<file path="src/rtl/apb_pkg.sv">
// Shared types and constants for the APB command master.
package apb_pkg;

  localparam int unsigned ADDR_W_DEF = 32;
  localparam int unsigned DATA_W_DEF = 32;

  // Transfer state, kept as plain 2-bit constants for compatibility with older tools.
  typedef logic [1:0] apb_state_t;
  localparam apb_state_t StIdle   = 2'd0;
  localparam apb_state_t StSetup  = 2'd1;
  localparam apb_state_t StAccess = 2'd2;
  localparam apb_state_t StResp   = 2'd3;

  typedef struct packed {
    logic                  write;
    logic [ADDR_W_DEF-1:0] addr;
    logic [DATA_W_DEF-1:0] wdata;
  } apb_cmd_t;

  typedef struct packed {
    logic [DATA_W_DEF-1:0] rdata;
    logic                  err;
  } apb_rsp_t;

endpackage

</file>
<file path="src/rtl/apb_timeout_ctr.sv">
// ACCESS-phase wait counter; expired flags the last permitted pready-low cycle.
module apb_timeout_ctr #(
  parameter int unsigned TIMEOUT = 16
) (
  input  logic pclk,
  input  logic rst,
  input  logic clr,
  input  logic en,
  output logic expired
);

  // A zero TIMEOUT still needs a legal 1-bit counter even though it never expires.
  localparam int unsigned CntW = (TIMEOUT > 0) ? $clog2(TIMEOUT + 1) : 1;

  logic [CntW-1:0] cnt_q, cnt_d;

  // Clear wins over enable so a fresh transfer always starts from zero.
  always_comb begin
    cnt_d = cnt_q;
    if (clr) begin
      cnt_d = '0;
    end else if (en) begin
      cnt_d = cnt_q + CntW'(1);
    end
  end

  // Counter state.
  always_ff @(posedge pclk or negedge rst) begin
    if (!rst) begin
      cnt_q <= '0;
    end else begin
      cnt_q <= cnt_d;
    end
  end

  if (TIMEOUT == 0) begin : g_no_timeout
    assign expired = 1'b0;
  end else begin : g_timeout
    assign expired = (cnt_q == CntW'(TIMEOUT - 1));
  end

endmodule

</file>
<file path="src/rtl/apb_cmd_master.sv">
// Valid/ready command stream to APB requester with a per-transfer pready timeout.
module apb_cmd_master
  import apb_pkg::*;
#(
  parameter int unsigned ADDR_W  = ADDR_W_DEF,
  parameter int unsigned DATA_W  = DATA_W_DEF,
  parameter int unsigned TIMEOUT = 16
) (
  input  logic              pclk,
  input  logic              rst,
  input  logic              cmd_valid,
  output logic              cmd_ready,
  input  logic              cmd_write,
  input  logic [ADDR_W-1:0] cmd_addr,
  input  logic [DATA_W-1:0] cmd_wdata,
  output logic              rsp_valid,
  input  logic              rsp_ready,
  output logic [DATA_W-1:0] rsp_rdata,
  output logic              rsp_err,
  output logic              psel,
  output logic              penable,
  output logic              pwrite,
  output logic [ADDR_W-1:0] paddr,
  output logic [DATA_W-1:0] pwdata,
  input  logic [DATA_W-1:0] prdata,
  input  logic              pready
);

  apb_state_t        state_q, state_d;
  logic              cmd_ready_q, cmd_ready_d;
  logic              rsp_valid_q, rsp_valid_d;
  logic              rsp_err_q, rsp_err_d;
  logic [DATA_W-1:0] rsp_rdata_q, rsp_rdata_d;
  logic              psel_q, psel_d;
  logic              penable_q, penable_d;
  logic              pwrite_q, pwrite_d;
  logic [ADDR_W-1:0] paddr_q, paddr_d;
  logic [DATA_W-1:0] pwdata_q, pwdata_d;

  logic ctr_clr, ctr_en, ctr_expired;

  apb_timeout_ctr #(
    .TIMEOUT (TIMEOUT)
  ) u_timeout_ctr (
    .pclk    (pclk),
    .rst     (rst),
    .clr     (ctr_clr),
    .en      (ctr_en),
    .expired (ctr_expired)
  );

  // Next-state and next-output decode; every output is the registered copy of a _d value.
  always_comb begin
    state_d     = state_q;
    cmd_ready_d = cmd_ready_q;
    rsp_valid_d = rsp_valid_q;
    rsp_err_d   = rsp_err_q;
    rsp_rdata_d = rsp_rdata_q;
    psel_d      = psel_q;
    penable_d   = penable_q;
    pwrite_d    = pwrite_q;
    paddr_d     = paddr_q;
    pwdata_d    = pwdata_q;
    ctr_clr     = 1'b0;
    ctr_en      = 1'b0;

    case (state_q)
      StIdle: begin
        if (cmd_valid && cmd_ready_q) begin
          pwrite_d    = cmd_write;
          paddr_d     = cmd_addr;
          pwdata_d    = cmd_wdata;
          psel_d      = 1'b1;
          cmd_ready_d = 1'b0;
          state_d     = StSetup;
        end
      end
      StSetup: begin
        penable_d = 1'b1;
        ctr_clr   = 1'b1;
        state_d   = StAccess;
      end
      StAccess: begin
        if (pready) begin
          rsp_rdata_d = pwrite_q ? '0 : prdata;
          rsp_err_d   = 1'b0;
          psel_d      = 1'b0;
          penable_d   = 1'b0;
          rsp_valid_d = 1'b1;
          state_d     = StResp;
        end else if (ctr_expired) begin
          rsp_rdata_d = '0;
          rsp_err_d   = 1'b1;
          psel_d      = 1'b0;
          penable_d   = 1'b0;
          rsp_valid_d = 1'b1;
          state_d     = StResp;
        end else begin
          ctr_en = 1'b1;
        end
      end
      StResp: begin
        if (rsp_ready) begin
          rsp_valid_d = 1'b0;
          cmd_ready_d = 1'b1;
          state_d     = StIdle;
        end
      end
      default: begin
        state_d = StIdle;
      end
    endcase
  end

  // State and output registers; address/data deliberately hold their value between transfers.
  always_ff @(posedge pclk or negedge rst) begin
    if (!rst) begin
      state_q     <= StIdle;
      cmd_ready_q <= 1'b1;
      rsp_valid_q <= 1'b0;
      rsp_err_q   <= 1'b0;
      rsp_rdata_q <= '0;
      psel_q      <= 1'b0;
      penable_q   <= 1'b0;
      pwrite_q    <= 1'b0;
      paddr_q     <= '0;
      pwdata_q    <= '0;
    end else begin
      state_q     <= state_d;
      cmd_ready_q <= cmd_ready_d;
      rsp_valid_q <= rsp_valid_d;
      rsp_err_q   <= rsp_err_d;
      rsp_rdata_q <= rsp_rdata_d;
      psel_q      <= psel_d;
      penable_q   <= penable_d;
      pwrite_q    <= pwrite_d;
      paddr_q     <= paddr_d;
      pwdata_q    <= pwdata_d;
    end
  end

  assign cmd_ready = cmd_ready_q;
  assign rsp_valid = rsp_valid_q;
  assign rsp_err   = rsp_err_q;
  assign rsp_rdata = rsp_rdata_q;
  assign psel      = psel_q;
  assign penable   = penable_q;
  assign pwrite    = pwrite_q;
  assign paddr     = paddr_q;
  assign pwdata    = pwdata_q;

endmodule

</file>
<file path="config.mk">
export PLATFORM = sky130hd
export DESIGN_NAME = apb_cmd_master
export DESIGN_NICKNAME = d
export VERILOG_FILES = /design/src/rtl/apb_pkg.sv /design/src/rtl/apb_timeout_ctr.sv /design/src/rtl/apb_cmd_master.sv
export SDC_FILE = /design/constraint.sdc
export NUM_CORES = 1
export LEC_CHECK = 0
export CAP_MARGIN = 30
export CELL_PAD_IN_SITES_DETAIL_PLACEMENT = 0
export CELL_PAD_IN_SITES_GLOBAL_PLACEMENT = 1
export CORE_MARGIN = 3
export CORE_UTILIZATION = 31
export CTS_CLUSTER_DIAMETER = 80
export CTS_CLUSTER_SIZE = 20
export DETAILED_ROUTE_END_ITERATION = 16
export PLACE_DENSITY = 0.77
export SETUP_SLACK_MARGIN = 0.2
export SYNTH_ARGS = -nofsm -noshare
export SYNTH_HDL_FRONTEND = slang
export SYNTH_SLANG_ARGS = --single-unit
</file>
<file path="constraint.sdc">
create_clock -name pclk -period 2.19 [get_ports pclk]
set_input_delay 0.5475 -clock pclk [delete_from_list [all_inputs] [get_ports pclk]]
set_output_delay 0.5475 -clock pclk [all_outputs]
set_load 0.02 [all_outputs]
</file>
==> qor.txt <==
status = complete, no violations
leakage = 3.21 nW
synthesized instance count = 339
Hold Fails Final Rpt = 0
first-pass GRT wire length = 17700 µm
EDFF count, synth = 0
CTS buffer count = 9
HP Class = input pin to async pin
endpoints failing setup = 0
Ports = 204
initial drt markers = 121
Die Y = 124 µm
critical path class = flop to primary output
layout cells sized above 1 = 18.0%
Final ANT Viol Nets = 0
CTS clk-pin slew, worst paths = 0.07 ns
post-DR vias/cell = 4.51
vias after detailed routing = 3268
initial antenna violation count = 0
sequential share of the synthesized area = 63.0%
maxcap violations = 0
Sink Count = 109
mapped cell area = 4330 µm²
Min Clock Period, post-route = 1.89 ns
Port Buf Inserts = 203
prevailing post-synth register cell = dfrtp_1
total number of H-tree levels = 3
Peak VDD IR = 0.479 mV
drt first pass iters = 5
highest clock rate = 529 MHz
WL/cell = 15.6 µm
worst-skew pair later-pin latency = 0.35 ns
Syn. warnings = 0
Chip Width = 124 µm
async set or reset register ratio after synthesis = 100%
GR Util All Layers = 14.3%
CP delay by family, top = buffers and inverters
Int Power = 0.00322 W
Synth cell types = 28
FF-to-FF Start = u_timeout_ctr.cnt_q[0]
Synth-to-Final Area Change = 60.4%
Worst Skew = 0.00723 ns
Rows = 42
Slowest Stage Delay on Critical Path = 0.62 ns
# fillers = 1228
reg-to-reg slack, setup = 0.35 ns
number of buffer and inverter stages on the critical path = 1
RSZ-0062 raised after global routing = no
slowest CP cell = clkdlybuf4s50_1
worst slack at placement = 0.156 ns
Final WS setup = 0.301 ns
DP Cell Count = 708
clock tree root driver cell = clkbuf_16
drt total wl = 11300 µm
Sw Share = 20.1%
Clock Power Share = 43.9%
cell chain of the critical path = clkdlybuf4s50_1
Detail Placement HPWL = 8180 µm
setup repair bufs after CTS = 0
CTS tree = yes
TNS Setup = 0 ns
sw power = 0.000811 W
RR Endpoint = u_timeout_ctr.cnt_q[1]
Gate power share = 6.3%
ANT cells = 0
largest net degree at the start of global routing = 110
synthesized area per cell = 12.8 µm²
die area = 15400 µm²
Core ar. = 13500 µm²
Layout Utilization = 51.6%
crit end category = primary output
initial core utilization = 32.2%
element type at the critical path start = flop
number of max-slew violations in the final report = 0
Pwr per Cell Area = 581 nW/µm²
worst slew pin tran = 0.565 ns
number of global-route vias before repair = 3440
#FFs+latches synth = 109
crit path DAT = 1.34 ns
Non-Filler Instances = 725
register share of total power = 49.9%
final period utilization = 86.3%
critical path fanouts, max = 3
maximum clock path buffer count = 2
drt drc = 0
crit path launch = rsp_valid
Worst Reg-to-Reg Cells = 7
Nets = 652
worst rel slew slack = 62.3%
aggregate global routing overflow = 0
gp weighted congestion = 0.735
syn nets = 447
Worst Path Required = 1.64 ns
[layout make-up]
cell class	count	area (µm²)	share of cell area, %
well taps	176	220	3.17
inverters	9	33.8	0.486
clock buffers	10	239	3.44
repair buffers	212	2170	31.2
flip-flops and latches	109	2730	39.3
clock inverters	6	91.3	1.31
multi-input cells	203	1470	21.1
[Yosys cell counts, types with 2 or more instances]
cell / n / area share, %
dfrtp_1: 108 / 62
nand2_1: 67 / 5.8
mux2_2: 65 / 17
o21ai_0: 34 / 3.9
buf_2: 10 / 1.2
inv_1: 9 / 0.78
ha_1: 6 / 1.7
o21ai_1: 6 / 0.69
buf_6: 4 / 1.0
nor2_1: 4 / 0.35
a21oi_1: 3 / 0.35
clkbuf_1: 3 / 0.26
nor2b_1: 3 / 0.43
and3_1: 2 / 0.29
xnor2_1: 2 / 0.40
[metal layers]
| layer | global-route usage (%) | routed length (µm) | vias up |
|---|---|---|---|
| met5 | 0 | 0 | - |
| met4 | 4.13 | 191 | 0 |
| met3 | 6.10 | 838 | 12 |
| met2 | 24.6 | 5810 | 133 |
| met1 | 16.2 | 4450 | 1575 |
| li1 | - | - | 1548 |
[cell families (layout without fill, tap and decap cells)]
group	Yosys count	after routing	synth area share, %
and+or+nand+nor	80	80	7.94
muxes	67	67	17.5
AOI/OAI and AO/OA	48	48	6.04
xor gates and xnor gates	2	2	0.404
DFF	109	109	63.0
buffers and inverters	27	237	3.41
adders and majority gates	6	6	1.73
[worst register-to-register path, cell delays in order, from the launching register on]
cell     delay, ns
dfrtp_1       0.40
ha_1          0.22
and3_1        0.18
ha_1          0.25
nor3b_4       0.23
buf_4         0.20
mux2i_1       0.20
nor2_1        0.05
[sequential cells by signal, summed over array words and instances, names as in the netlist, 2 cells and up]
name                 cells
pwdata                  32
paddr                   32
u_timeout_ctr.cnt_q      5
state_q                  2
rsp_rdata               32
[how the worst max path moves through the flow]
stage | endpoint | cells after the start
after floorplan | state_q[1] | 6
after global placement | state_q[1] | 4
after detailed placement | rsp_rdata[18] | 5
after CTS | pwrite | 1
after global routing | rsp_rdata[18] | 7
final | rsp_valid | 1
[layout by cell type (no fill, tap or decap), types with 2 or more instances in the layout]
| cell type | netlist | final |
|---|---|---|
| nor2_1 | 4 | 4 |
| a21oi_1 | 3 | 3 |
| o21ai_0 | 34 | 34 |
| mux2_2 | 65 | 65 |
| and3_1 | 2 | 2 |
| nand2_1 | 67 | 67 |
| nor2b_1 | 3 | 2 |
| clkdlybuf4s50_1 | 0 | 200 |
| xnor2_1 | 2 | 2 |
| ha_1 | 6 | 6 |
| clkbuf_16 | 0 | 10 |
| buf_12 | 0 | 4 |
| o21ai_1 | 6 | 5 |
| inv_6 | 0 | 2 |
| buf_4 | 1 | 5 |
| inv_1 | 9 | 9 |
| bufinv_16 | 0 | 2 |
| dfrtp_1 | 108 | 108 |
[per-stage QoR]
step | cell area (µm²) | hold WS (ns) | total power [W]
3_5_place_dp | 6590 | 0.471 | 0.00231
5_1_grt | 6950 | 0.314 | 0.00421
6_report | 6950 | 0.283 | 0.00403
3_3_place_gp | 6590 | 0.466 | 0.00231
4_1_cts | 6920 | 0.294 | 0.00410
2_1_floorplan | 4330 | 0.252 | 0.00207
[power groups by stage]
stage               combinational, W  sequential, W  clock (W)
detailed placement          0.000257        0.00205          0
global placement            0.000255        0.00205          0
global route                0.000277        0.00201    0.00192
floorplan                  0.0000223        0.00205          0
finish                      0.000253        0.00201    0.00177
CTS                         0.000259        0.00201    0.00183
[repair_timing]
item,CTS,global route
hold buffers,0,0
setup endpoints to repair,1,2
resized for setup,1,1
cloned,0,1
Note: power is estimated with default switching activity, not from simulation.
